`config.mk`:
```
export PLATFORM = sky130hd
export DESIGN_NAME = id_stage_flat
export DESIGN_NICKNAME = d
export VERILOG_FILES = /design/src/rtl/id_stage_if.sv /design/src/rtl/id_stage.sv /design/src/flat_wrapper.sv
export SDC_FILE = /design/constraint.sdc
export NUM_CORES = 1
export LEC_CHECK = 0
export CAP_MARGIN = 40
export CORE_MARGIN = 8
export CORE_UTILIZATION = 42
export DETAILED_ROUTE_END_ITERATION = 7
export PLACE_DENSITY_LB_ADDON = 0.2
export REMOVE_ABC_BUFFERS = 1
export SLEW_MARGIN = 20
export SYNTH_ARGS = -nofsm -noshare
export SYNTH_HDL_FRONTEND = slang
export SYNTH_SLANG_ARGS = --single-unit
```
`constraint.sdc`:
```
create_clock -name clk -period 6.6 [get_ports clk]
set_input_delay 0.99 -clock clk [delete_from_list [all_inputs] [get_ports clk]]
set_output_delay 0.99 -clock clk [all_outputs]
set_load 0.02 [all_outputs]
```
`src/rtl/id_stage_if.sv`:
```
// Decode-stage bundle: fetch handshake, register-file read port, write-back
// snoop, flush and the ID/EX handshake with its payload.
interface id_stage_if #(
    parameter int unsigned XLEN = 32
);
    logic            if_valid;
    logic            if_ready;
    logic [31:0]     if_instr;
    logic [XLEN-1:0] if_pc;

    logic [4:0]      rf_rs1;
    logic [4:0]      rf_rs2;
    logic [XLEN-1:0] rf_rdata1;
    logic [XLEN-1:0] rf_rdata2;

    logic            wb_we;
    logic [4:0]      wb_rd;
    logic [XLEN-1:0] wb_data;

    logic            flush;

    logic            ex_valid;
    logic            ex_ready;
    logic [XLEN-1:0] ex_pc;
    logic [31:0]     ex_instr;
    logic [XLEN-1:0] ex_op1;
    logic [XLEN-1:0] ex_op2;
    logic [XLEN-1:0] ex_imm;
    logic [4:0]      ex_rd;
    logic            ex_reg_write;
    logic            ex_illegal;

    // Pipeline environment (fetch, register file, write-back, execute).
    modport master (
        output if_valid, if_instr, if_pc, rf_rdata1, rf_rdata2, wb_we, wb_rd, wb_data, flush,
               ex_ready,
        input  if_ready, rf_rs1, rf_rs2, ex_valid, ex_pc, ex_instr, ex_op1, ex_op2, ex_imm, ex_rd,
               ex_reg_write, ex_illegal
    );

    // Decode stage.
    modport slave (
        input  if_valid, if_instr, if_pc, rf_rdata1, rf_rdata2, wb_we, wb_rd, wb_data, flush,
               ex_ready,
        output if_ready, rf_rs1, rf_rs2, ex_valid, ex_pc, ex_instr, ex_op1, ex_op2, ex_imm, ex_rd,
               ex_reg_write, ex_illegal
    );
endinterface

```
`src/rtl/id_stage.sv`:
```
// RV32I decode/issue stage: immediate generation, operand capture with write-back
// bypass, and a pending-write scoreboard that stalls on RAW and WAW hazards.
module id_stage #(
    parameter int unsigned XLEN      = 32,
    parameter int unsigned NUM_REGS  = 32,
    parameter bit          BYPASS_EN = 1'b1
) (
    input logic       clk,
    input logic       reset,
    id_stage_if.slave bus
);
    localparam logic [6:0] OpLui    = 7'b0110111;
    localparam logic [6:0] OpAuipc  = 7'b0010111;
    localparam logic [6:0] OpJal    = 7'b1101111;
    localparam logic [6:0] OpJalr   = 7'b1100111;
    localparam logic [6:0] OpBranch = 7'b1100011;
    localparam logic [6:0] OpLoad   = 7'b0000011;
    localparam logic [6:0] OpStore  = 7'b0100011;
    localparam logic [6:0] OpImm    = 7'b0010011;
    localparam logic [6:0] OpReg    = 7'b0110011;

    logic [31:0] instr;
    logic [4:0]  rs1, rs2, rd;
    logic [6:0]  opcode;

    assign instr  = bus.if_instr;
    assign opcode = instr[6:0];
    assign rd     = instr[11:7];
    assign rs1    = instr[19:15];
    assign rs2    = instr[24:20];

    assign bus.rf_rs1 = rs1;
    assign bus.rf_rs2 = rs2;

    logic        use_rs1, use_rs2, writes, illegal, reg_write;
    logic [31:0] imm;

    always_comb begin
        use_rs1 = 1'b0;
        use_rs2 = 1'b0;
        writes  = 1'b0;
        illegal = 1'b0;
        imm     = '0;
        case (opcode)
            OpLui, OpAuipc: begin
                writes = 1'b1;
                imm    = {instr[31:12], 12'b0};
            end
            OpJal: begin
                writes = 1'b1;
                imm    = {{12{instr[31]}}, instr[19:12], instr[20], instr[30:21], 1'b0};
            end
            OpJalr, OpLoad, OpImm: begin
                use_rs1 = 1'b1;
                writes  = 1'b1;
                imm     = {{20{instr[31]}}, instr[31:20]};
            end
            OpStore: begin
                use_rs1 = 1'b1;
                use_rs2 = 1'b1;
                imm     = {{20{instr[31]}}, instr[31:25], instr[11:7]};
            end
            OpBranch: begin
                use_rs1 = 1'b1;
                use_rs2 = 1'b1;
                imm     = {{20{instr[31]}}, instr[7], instr[30:25], instr[11:8], 1'b0};
            end
            OpReg: begin
                use_rs1 = 1'b1;
                use_rs2 = 1'b1;
                writes  = 1'b1;
            end
            default: illegal = 1'b1;
        endcase
    end

    assign reg_write = writes && (rd != 5'd0);

    logic            ex_valid_q, ex_valid_d;
    logic [XLEN-1:0] ex_pc_q, ex_op1_q, ex_op2_q, ex_imm_q;
    logic [31:0]     ex_instr_q;
    logic [4:0]      ex_rd_q;
    logic            ex_reg_write_q, ex_illegal_q;
    logic [NUM_REGS-1:0] pend_q, pend_d;
    logic [NUM_REGS-1:0] busy;

    // A register being written back this cycle is free when it can be bypassed;
    // the instruction sitting in ID/EX blocks even while it is leaving.
    always_comb begin
        for (int i = 0; i < NUM_REGS; i++) begin
            busy[i] = (i != 0) &&
                      ((pend_q[i] && !(BYPASS_EN && bus.wb_we && bus.wb_rd == 5'(i))) ||
                       (ex_valid_q && ex_reg_write_q && ex_rd_q == 5'(i)));
        end
    end

    function automatic logic [XLEN-1:0] resolve(input logic [4:0]      r,
                                                input logic [XLEN-1:0] rdata,
                                                input logic            we,
                                                input logic [4:0]      wrd,
                                                input logic [XLEN-1:0] wdata);
        if (r == 5'd0)                     return '0;
        else if (BYPASS_EN && we && wrd == r) return wdata;
        else                               return rdata;
    endfunction

    logic hazard, accept, handoff;

    assign hazard  = bus.if_valid && ((use_rs1 && busy[rs1]) || (use_rs2 && busy[rs2]) ||
                                      (reg_write && busy[rd]));
    assign bus.if_ready = !bus.flush && !hazard && (!ex_valid_q || bus.ex_ready);
    assign accept  = bus.if_valid && bus.if_ready;
    assign handoff = ex_valid_q && bus.ex_ready && !bus.flush;

    always_comb begin
        ex_valid_d = ex_valid_q;
        if (bus.flush)   ex_valid_d = 1'b0;
        else if (accept) ex_valid_d = 1'b1;
        else if (handoff) ex_valid_d = 1'b0;
    end

    // Set after clear so a handoff wins over a same-index write-back.
    always_comb begin
        pend_d = pend_q;
        if (bus.wb_we) pend_d[bus.wb_rd] = 1'b0;
        if (handoff && ex_reg_write_q) pend_d[ex_rd_q] = 1'b1;
        pend_d[0] = 1'b0;
    end

    always_ff @(posedge clk or posedge reset) begin
        if (reset) begin
            ex_valid_q     <= 1'b0;
            ex_pc_q        <= '0;
            ex_instr_q     <= '0;
            ex_op1_q       <= '0;
            ex_op2_q       <= '0;
            ex_imm_q       <= '0;
            ex_rd_q        <= '0;
            ex_reg_write_q <= 1'b0;
            ex_illegal_q   <= 1'b0;
            pend_q         <= '0;
        end else begin
            ex_valid_q <= ex_valid_d;
            pend_q     <= pend_d;
            if (accept) begin
                ex_pc_q        <= bus.if_pc;
                ex_instr_q     <= instr;
                ex_op1_q       <= resolve(rs1, bus.rf_rdata1, bus.wb_we, bus.wb_rd, bus.wb_data);
                ex_op2_q       <= resolve(rs2, bus.rf_rdata2, bus.wb_we, bus.wb_rd, bus.wb_data);
                ex_imm_q       <= XLEN'($signed(imm));
                ex_rd_q        <= rd;
                ex_reg_write_q <= reg_write;
                ex_illegal_q   <= illegal;
            end
        end
    end

    assign bus.ex_valid     = ex_valid_q;
    assign bus.ex_pc        = ex_pc_q;
    assign bus.ex_instr     = ex_instr_q;
    assign bus.ex_op1       = ex_op1_q;
    assign bus.ex_op2       = ex_op2_q;
    assign bus.ex_imm       = ex_imm_q;
    assign bus.ex_rd        = ex_rd_q;
    assign bus.ex_reg_write = ex_reg_write_q;
    assign bus.ex_illegal   = ex_illegal_q;
endmodule

```
`src/flat_wrapper.sv`:
```
// flat-port wrapper written by rule: the top's interface ports become plain ports
module id_stage_flat 
#(
    parameter int unsigned XLEN      = 32,
    parameter int unsigned NUM_REGS  = 32,
    parameter bit          BYPASS_EN = 1'b1
)
  (clk, reset, bus_if_valid, bus_if_instr, bus_if_pc, bus_rf_rdata1, bus_rf_rdata2, bus_wb_we, bus_wb_rd, bus_wb_data, bus_flush, bus_ex_ready, bus_if_ready, bus_rf_rs1, bus_rf_rs2, bus_ex_valid, bus_ex_pc, bus_ex_instr, bus_ex_op1, bus_ex_op2, bus_ex_imm, bus_ex_rd, bus_ex_reg_write, bus_ex_illegal);
  id_stage_if #(.XLEN(XLEN)) bus_i ();
  input logic clk;
  input logic reset;
  input wire logic [$bits(bus_i.if_valid)-1:0] bus_if_valid;
  input wire logic [$bits(bus_i.if_instr)-1:0] bus_if_instr;
  input wire logic [$bits(bus_i.if_pc)-1:0] bus_if_pc;
  input wire logic [$bits(bus_i.rf_rdata1)-1:0] bus_rf_rdata1;
  input wire logic [$bits(bus_i.rf_rdata2)-1:0] bus_rf_rdata2;
  input wire logic [$bits(bus_i.wb_we)-1:0] bus_wb_we;
  input wire logic [$bits(bus_i.wb_rd)-1:0] bus_wb_rd;
  input wire logic [$bits(bus_i.wb_data)-1:0] bus_wb_data;
  input wire logic [$bits(bus_i.flush)-1:0] bus_flush;
  input wire logic [$bits(bus_i.ex_ready)-1:0] bus_ex_ready;
  output wire logic [$bits(bus_i.if_ready)-1:0] bus_if_ready;
  output wire logic [$bits(bus_i.rf_rs1)-1:0] bus_rf_rs1;
  output wire logic [$bits(bus_i.rf_rs2)-1:0] bus_rf_rs2;
  output wire logic [$bits(bus_i.ex_valid)-1:0] bus_ex_valid;
  output wire logic [$bits(bus_i.ex_pc)-1:0] bus_ex_pc;
  output wire logic [$bits(bus_i.ex_instr)-1:0] bus_ex_instr;
  output wire logic [$bits(bus_i.ex_op1)-1:0] bus_ex_op1;
  output wire logic [$bits(bus_i.ex_op2)-1:0] bus_ex_op2;
  output wire logic [$bits(bus_i.ex_imm)-1:0] bus_ex_imm;
  output wire logic [$bits(bus_i.ex_rd)-1:0] bus_ex_rd;
  output wire logic [$bits(bus_i.ex_reg_write)-1:0] bus_ex_reg_write;
  output wire logic [$bits(bus_i.ex_illegal)-1:0] bus_ex_illegal;
  assign bus_i.if_valid = bus_if_valid;
  assign bus_i.if_instr = bus_if_instr;
  assign bus_i.if_pc = bus_if_pc;
  assign bus_i.rf_rdata1 = bus_rf_rdata1;
  assign bus_i.rf_rdata2 = bus_rf_rdata2;
  assign bus_i.wb_we = bus_wb_we;
  assign bus_i.wb_rd = bus_wb_rd;
  assign bus_i.wb_data = bus_wb_data;
  assign bus_i.flush = bus_flush;
  assign bus_i.ex_ready = bus_ex_ready;
  assign bus_if_ready = bus_i.if_ready;
  assign bus_rf_rs1 = bus_i.rf_rs1;
  assign bus_rf_rs2 = bus_i.rf_rs2;
  assign bus_ex_valid = bus_i.ex_valid;
  assign bus_ex_pc = bus_i.ex_pc;
  assign bus_ex_instr = bus_i.ex_instr;
  assign bus_ex_op1 = bus_i.ex_op1;
  assign bus_ex_op2 = bus_i.ex_op2;
  assign bus_ex_imm = bus_i.ex_imm;
  assign bus_ex_rd = bus_i.ex_rd;
  assign bus_ex_reg_write = bus_i.ex_reg_write;
  assign bus_ex_illegal = bus_i.ex_illegal;
  id_stage #(.XLEN(XLEN), .NUM_REGS(NUM_REGS), .BYPASS_EN(BYPASS_EN)) u_core (.clk(clk), .reset(reset), .bus(bus_i));
endmodule
```
# Word-level counts from Yosys, hierarchy flattened
# Index checks and enable logic that the tools add are counted.
[word_totals]
latchBits = 0
in_bits = 171
ramBits = 0
n_memories = 0
rom_bits = 0
wordCells = 304
register_bits = 199
output_inout_bits = 179
[classes]
n_addsub = 0
div_mod_pow = 0
magnitude_cmp = 7
mul = 0
reduce_logical = 187
bitwise = 3
n_eq_ne = 73
mux = 24
shift = 0
[op_table]
columns = ["op", "n"]
rows = [
  ["$mux 32", 6],
  ["$eq 5x5->1 const B", 32],
  ["$pmux 32 s5", 1],
  ["$logic_and 1x1->1", 109],
  ["$eq 5x4->1 const B", 16],
  ["$eq 5x3->1 const B", 8],
  ["$logic_not 1->1", 34],
  ["$logic_or 1x1->1", 34],
  ["$and 32x32->32", 1],
  ["$not 32->32", 1],
  ["$or 32x32->32", 1],
  ["$lt 5x6->1 const B", 5],
  ["$eq 7x6->1 const B", 3],
  ["$eq 7x7->1 const B", 3],
  ["$eq 5x2->1 const B", 4],
  ["$bmux 1 s5", 3],
  ["$eq 7x5->1 const B", 2],
  ["$mux 1", 12],
  ["$demux 1 s5", 2],
  ["$eq 5x1->1 const B", 2],
  ["$eq 5x5->1", 2],
  ["$ge 5x1->1 const B", 2],
  ["$logic_not 5->1", 2],
  ["$reduce_or 9->1", 1],
  ["7 further kinds", 8],
]

# Logic depth before layout (Yosys ltp)
# Gate-level depths: netlist of the first run.
[depth]
ltp_word = 17
ltp_mapped = 12
ltp_nobuf = 8

# Worst setup path after synthesis of the first run
# OpenSTA, ideal clock, no wires.
[synth_path]
kind = "in2out"
startpoint = "in bus_wb_rd[1]"
endpoint = "out bus_if_ready"
path_buffers = 1
required_time_ns = 5.610
t_arrival_ns = 3.048
path_slack_ns = 2.562
cell_stages = 9
path_cell_list = "buf_2 -> or4b_4 -> o21ai_2 -> a311oi_1 -> a221oi_2 -> o211ai_1 -> a311oi_2 -> nand3_1 -> a21oi_1"
[synth_via]
elab_chain_len = 14
word_cells_on_any_way = 170
cone_classes = "eq/ne: 31; mux: 6; reduce/logical: 133"
[synth_rtl]
columns = ["item", "line_no", "rtl"]
rows = [
  ["start, declared", "flat_wrapper.sv:18", "input wire logic [$bits(bus_i.wb_rd)-1:0] bus_wb_rd;"],
  ["$eq 5x1->1, or another cell as far along", "id_stage.sv:92", "((pend_q[i] && !(BYPASS_EN && bus.wb_we && bus.wb_rd == 5'(i))) ||"],
  ["$logic_and 1x1->1", "id_stage.sv:92", ""],
  ["$logic_not 1->1", "id_stage.sv:92", ""],
  ["$logic_and 1x1->1", "id_stage.sv:92", ""],
  ["$logic_or 1x1->1", "id_stage.sv:92", ""],
  ["$bmux 1 s5", "id_stage.sv:109", "assign hazard = bus.if_valid && ((use_rs1 && busy[rs1]) || (use_rs2 && busy[rs2]) ||"],
  ["$mux 1 (not written as such)", "id_stage.sv:109", ""],
  ["$logic_and 1x1->1", "id_stage.sv:109", ""],
  ["$logic_or 1x1->1", "id_stage.sv:109", ""],
  ["$logic_or 1x1->1 (*)", "id_stage.sv:109", ""],
  ["$logic_and 1x1->1 (*)", "id_stage.sv:109", ""],
  ["$logic_not 1->1 (*)", "id_stage.sv:111", "assign bus.if_ready = !bus.flush && !hazard && (!ex_valid_q || bus.ex_ready);"],
  ["$logic_and 1x1->1 (*) (2 in a row)", "id_stage.sv:111", ""],
  ["end, declared", "flat_wrapper.sv:22", "output wire logic [$bits(bus_i.if_ready)-1:0] bus_if_ready;"],
]
# Every way passes the cells marked *; elsewhere a longest branch is shown, timed or not. The select of a mux whose other input is x is not followed.

# Worst setup path after layout of the first run
[layout_path]
startpoint = "in bus_wb_rd[2]"
endpoint = "out bus_if_ready"
# The elaborated chain is that of the path after synthesis.

==> results of run 1 <==
==> worst max path at each step <==
stage                  from                               end  slack, ps
2_1_floorplan  bus_wb_rd[0]  u_core.bus.ex_imm[0]$_DFFE_PP0P_      -3530
3_3_place_gp   bus_wb_rd[1]                      bus_if_ready       1170
3_5_place_dp   bus_wb_rd[2]                      bus_if_ready       1180
4_1_cts        bus_wb_rd[2]                      bus_if_ready       1150
5_1_grt        bus_wb_rd[2]                      bus_if_ready        850
6_report       bus_wb_rd[2]                      bus_if_ready       1050
==> worst max-delay path: stages <==
cell and delay, ps:
clkdlybuf4s50_1 580, nand4bb_1 420, o21ai_0 650, a2111oi_0 260, a221oi_2 240, o211ai_1 150, a311oi_2 350, nand3_1 130
a21oi_1 160, clkdlybuf4s50_1 620
==> cell usage after synthesis (4+ instances only) <==
cell	number	share of area, %
and3_1	7	0.41
and2_1	8	0.47
mux2i_1	60	5.7
nand3b_1	7	0.50
mux2_4	43	6.1
nor2_1	49	1.7
buf_6	6	0.64
buf_4	16	1.1
xor2_1	8	0.66
buf_1	4	0.14
a21oi_1	84	4.0
a31oi_1	8	0.47
o21ai_0	75	3.5
a32oi_1	6	0.50
o31ai_1	5	0.35
a221oi_1	4	0.33
inv_1	37	1.3
dfrtp_1	194	46
nor4_1	5	0.30
nand4b_1	7	0.58
nand3_1	23	1.1
a311oi_1	4	0.33
clkbuf_1	35	1.2
mux2_2	93	9.9
nand2_1	140	5.0
nor3b_1	4	0.28
nand2b_1	11	0.65
buf_2	20	0.94
nor3_1	4	0.19
nand4_1	7	0.41
==> cell families (layout without fill, tap and decap cells) <==
group / after synthesis / after routing / share of synthesized area (%)
and+or+nand+nor: 298 / 298 / 13.7
AOI/OAI and AO/OA: 216 / 216 / 11.9
muxes: 199 / 199 / 22.3
DFF: 194 / 194 / 45.8
buffers and inverters: 120 / 439 / 5.49
xor gates and xnor gates: 10 / 10 / 0.827
other: 0 / 1 / 0
==> registers in the layout, summed over array words and instances, names as in the netlist <==
name,count
u_core.bus.ex_reg_write,1
u_core.bus.ex_imm,32
u_core.pend_q,31
u_core.bus.ex_valid,1
u_core.bus.ex_illegal,1
u_core.bus.ex_instr,32
u_core.bus.ex_op1,32
u_core.bus.ex_pc,32
u_core.bus.ex_op2,32
==> layout make-up <==
class	count	area [µm²]	share of cell area (%)
flip-flops and latches	194	4850	32.5
well taps	330	413	2.77
diodes	1	2.50	0.0168
multi-input cells	723	5170	34.7
clock inverters	15	199	1.33
inverters	38	150	1.01
repair buffers	369	3700	24.8
clock buffers	17	425	2.85
==> per-layer routing <==
layer  up-vias  part of all wire [%]
li1       4275                     -
met1      4619                    40
met2       462                    50
met3        59                   8.2
met4         0                   2.5
met5         -                     0
==> report_power, final <==
part	total [mW]	switching, mW	internal, mW	leakage, nW
Sequential	1.46	0.107	1.35	2.42
Combinational	1.19	0.585	0.607	3.62
Clock	1.09	0.565	0.525	0.301
Total	3.74	1.26	2.49	6.34
==> metrics by stage <==
step	setup TNS, ps	std cells	util [%]	area [µm²]
after global placement	0	1651	57.0	14200
after detailed placement	0	1653	57.2	14300
after global routing	0	1687	59.7	14900
after CTS	0	1685	59.7	14900
final	0	1687	59.7	14900
after floorplan	-551160	955	-	10200
==> results.md, run 1 <==
- Post-DP HPWL: 30900 µm
- Predominant post-synthesis flop cell: dfrtp_1
- GPL Wtd Cong: just under 1
- CTS clock-pin slew for the worst setup and hold paths: 70 ps
- Total core area: about 25000 µm²
- Die height: approximately 170 µm
- Root Driver: clkbuf_16
- Ys Warns: 0
- Die width: 175 µm
- Flop and latch count out of synthesis: 194
- Most common cell after layout, fill and taps aside: clkdlybuf4s50_1
- Per-cell routed wire length: 24.7 µm
- IO Port Bufs: approximately 350
- RSZ-0062 raised after global routing: no
- Site Rows: 58
- Slew margin rel.: 22.1%
- Mean Syn Cell Area: 10.2 µm²
- Sequential area share after synthesis: 45.8%
- Initial antenna violation count: 1
- Worst hold path depth: 1
- Post-Synthesis Cells: roughly 1000
- Period utilization: 84.1%
- Asr flop ratio synth: 100%
- Status: complete, no violations
- Setup crit start kind: primary input
- Routing usage on met2: around 46%
- Clock latency on the worst-skew pair: around 440 ps
- Num CTS Buffers: 17
- Synthesized area: 10600 µm²
- P&R area growth vs syn: 40.8%
- Grt peak-use layer: met2
- Via count: 9415
- Min-Delay Startpoint: u_core.bus.ex_op2[28]$_DFFE_PP0P_
- Met3 usage: 6.71%
- DR vias/cell: 5.58
- Vias in the first global route: 9780
- Largest net degree at the start of global routing: 161
- Hold bufs inserted after CTS: 0
- Initial drt markers: 961
- Pwr Density: 251 nW/µm²
- RR Startpoint: u_core.bus.ex_instr[10]$_DFFE_PP0P_
- Worst Max-Slew Pin Slew: around 1200 ps
- Worst EP required: 5610 ps
- First-pass GRT wire length: 62700 µm
- I/O pin total: between 300 and 400
- Layout fillers: roughly 2200
- Pre-antenna DRT Iters: 6
- Highest-count cells in the layout ignoring fill and taps: clkdlybuf4s50_1, dfrtp_1, nand2_1, mux2_2, a21oi_1
- Congestion Overflow GR: 0
- Initial Utilization: 42.4%
- Nets@finish: 1514
- Post-CTS Setup Inserts: 0
- DRC viols: 0
- Worst hold endpoint: u_core.bus.ex_op2[28]$_DFFE_PP0P_
- Worst reg-to-reg path cell count: 9
- EDFF count, synth: 0
- Gr usage total: a little over a quarter
- Die ar.: 30600 µm²
- Post-placement worst setup slack: 1180 ps
- Fin. max-slew vios: 0
- Reg-to-Reg End: u_core.bus.ex_imm[2]$_DFFE_PP0P_
- Crit Path Max Fanout: 10
- Worst clock skew: 24.7 ps
- Sink Count: about 190
- Total Wirelength: 41600 µm
- VDD IR-drop max: 160 µV
- Layout cells sized above 1: 15.3%
- Max-cap violations: 0
- H-tree Lvls: 4
- Final ANT Viol Nets: 0
- Fmax: 180 MHz
- Met1 GRT Util: 32.3%
- Setup violators final: 0
- R2R Setup Slk: 2270 ps
- Final Hold Vio Count: 0
- CP Data Arrival Time: between 4000 and 5000 ps
- CTS tree: built
- Power Total: 3.74 mW
- Worst Setup End Kind: primary output
- Worst hold slack: 507 ps
- Synth cell types: between 60 and 70
- Crit Path Class: primary input to primary output
- Shortest period the worst path allows: ~5600 ps
- CTS resizes: 0
- Final WS setup: 1050 ps
- Clock Path Buffers: 2
- Leak Pwr: 6.34 nW
- Hold Path Class: register to register
Note: power is estimated with default switching activity, not from simulation.
==> inputs of run 2 (changes only) <==
- CORE_UTILIZATION: 42 -> 47
- clock period: 6.6 -> 5.2 ns (I/O delays scaled with it)
==> run 2 against run 1 <==
Compared with the run above: die area decreased by 9.7%; sequential power increased by 27%; combinational power increased by 29%; clock skew decreased by 2.3 ps; sequential cell count unchanged; largest cell class unchanged; critical endpoint unchanged; clock power increased by 23%; hold slack got worse by 1.3 ps; highest routed layer unchanged; core utilization increased by 7.6 points.
==> results.md, run 2 (same netlist as run 1, synthesis figures left out) <==
- Slew margin rel.: 18.4%
- Final ANT Viol Nets: 0
- Final non-filler cell total: approximately 1700
- Highest-count cells in the layout ignoring fill and taps: clkdlybuf4s50_1, dfrtp_1, nand2_1, mux2_2, a21oi_1
- Num CTS Buffers: 17
- Root Driver: clkbuf_16
- Initial Utilization: 47.4%
- Fmax: 201 MHz
- Worst clock skew: 22.5 ps
- RSZ-0062 raised after global routing: no
- Initial antenna violation count: 3
- Hold Path Class: register to register
- Worst Setup End Kind: primary output
- Status: complete, no violations
- Total core area: approximately 22000 µm²
- Shortest period the worst path allows: 4960 ps
- DRC viols: 0
- GPL Wtd Cong: 0.933
- R2R Setup Slk: 910 ps
- Layout fillers: 1811
- Die height: 166 µm
- Multi-input gate area in the final layout: between 5000 and 6000 µm²
- Die ar.: 27600 µm²
- VDD IR-drop max: roughly 190 µV
- Most common cell after layout, fill and taps aside: clkdlybuf4s50_1
- Crit Path Class: primary input to primary output
- CTS clock-pin slew for the worst setup and hold paths: 70 ps
- Per-cell routed wire length: 25.1 µm
- Hold bufs inserted after CTS: 0
- Reg area: 4850 µm²
- Die width: 166 µm
- Worst Max-Slew Pin Slew: 1220 ps
- H-tree Lvls: 4
- Leak Pwr: 6.48 nW
- Site Rows: 55
- CTS tree: built
- Vias in the first global route: 10000
- I/O pin total: 350
- Clock latency on the worst-skew pair: 450 ps
- Final Hold Vio Count: 0
- DR vias/cell: about 5.8
- Clock Path Buffers: 2
- Placed Cells: 1641
- Fin. max-slew vios: 0
- Setup crit start kind: primary input
- IO Port Bufs: 349
- Max-cap violations: 0
- Pwr Density: 314 nW/µm²
- Total Wirelength: between 40000 and 50000 µm
- Pre-antenna DRT Iters: 5
- Gr usage total: 30.1%
- Layout cells sized above 1: ~17%
- Post-CTS Setup Inserts: 0
- Largest net degree at the start of global routing: approximately 160
- Via count: 9735
- Worst EP required: 4420 ps
- Initial drt markers: slightly below 900
- Congestion Overflow GR: 0
- Crit Path Max Fanout: 10
- Setup TNS: 0 ps
- Setup violators final: 0
- Nets@finish: 1546
- P&R area growth vs syn: 42.2%
- Post-DP HPWL: roughly 32000 µm
- First-pass GRT wire length: 63800 µm
- CP Data Arrival Time: 4180 ps
- Sink Count: 194
- Period utilization: 95.4%
-- run 2: cell types whose count changed in the layout (fill, tap and decap cells not counted), moves of 2 or more --
cell,change
buf_4,+34
diode_2,+3
inv_6,-3
inv_8,+2
-- run 2: final timing paths --
kind / from / cells past startpoint / endpoint
worst max register to register: u_core.bus.ex_instr[7]$_DFFE_PP0P_ / 9 / u_core.bus.ex_op2[31]$_DFFE_PP0P_
max in group asynchronous: reset / 4 / u_core.pend_q[23]$_DFF_PP0_
min in group asynchronous: reset / 2 / u_core.bus.ex_pc[25]$_DFFE_PP0P_
worst min-delay path: u_core.bus.ex_op1[26]$_DFFE_PP0P_ / 1 / u_core.bus.ex_op1[26]$_DFFE_PP0P_
worst max-delay path: bus_wb_rd[2] / 10 / bus_if_ready
worst min register to register: u_core.bus.ex_op1[26]$_DFFE_PP0P_ / 1 / u_core.bus.ex_op1[26]$_DFFE_PP0P_
-- run 2: metal layers --
layer  wire, µm  up-vias  GRT usage, %
met3       3230       97          7.96
met2      20800      462          51.8
met4       1700        0          12.5
met1      16400     4832          35.1
met5          0        -             0
li1           -     4344             -
-- run 2: critical path: stages --
cell and delay (ps):
clkdlybuf4s50_1 570, nand4bb_1 380, o21ai_0 410, nand2_1 140, mux4_2 490, a22o_1 230
a21oi_1 260, nand3_1 130, a21oi_1 160, clkdlybuf4s50_1 630
-- run 2: report_power, final --
part	leakage [nW]	switching [mW]	internal [mW]	total, mW
clock	0.294	0.688	0.656	1.34
combinational	3.76	0.755	0.781	1.54
sequential	2.42	0.137	1.72	1.86
-- run 2: metrics by stage --
| step | worst slack, ps | power [mW] | cell area, µm² | hold slack [ps] | util (%) |
|---|---|---|---|---|---|
| 6_report | 237 | 4.74 | 15100 | 506 | 67.4 |
| 5_1_grt | 6.98 | 4.91 | 15100 | 518 | 67.4 |
| 4_1_cts | 312 | 4.76 | 15100 | 508 | 67.3 |
| 3_5_place_dp | 353 | 3.42 | 14400 | 491 | 64.6 |
| 3_3_place_gp | 303 | 3.39 | 14400 | 483 | 64.5 |
| 2_1_floorplan | -4720 | 2.62 | 10200 | 469 | - |
-- run 2: layout make-up --
type                       instances  share of cell area, %
sequential                       194                   32.2
inverter                          38                  0.997
timing repair buffer             401                   26.0
antenna                            4                 0.0664
multi-input combinational        723                   34.3
clock buffer                      17                   2.82
tap                              285                   2.37
clock inverter                    15                   1.22
-- run 2: what timing repair did --
action                     in CTS  in global routing
resized for setup               0                  1
setup endpoints to repair       0                  1
hold endpoints to repair        0                  0
==> inputs of run 3 (changes only) <==
- CTS_CLUSTER_DIAMETER: not set -> 60
==> results of run 3 <==
Same layout as run 2: the final DEF is identical, and so are final timing and power.
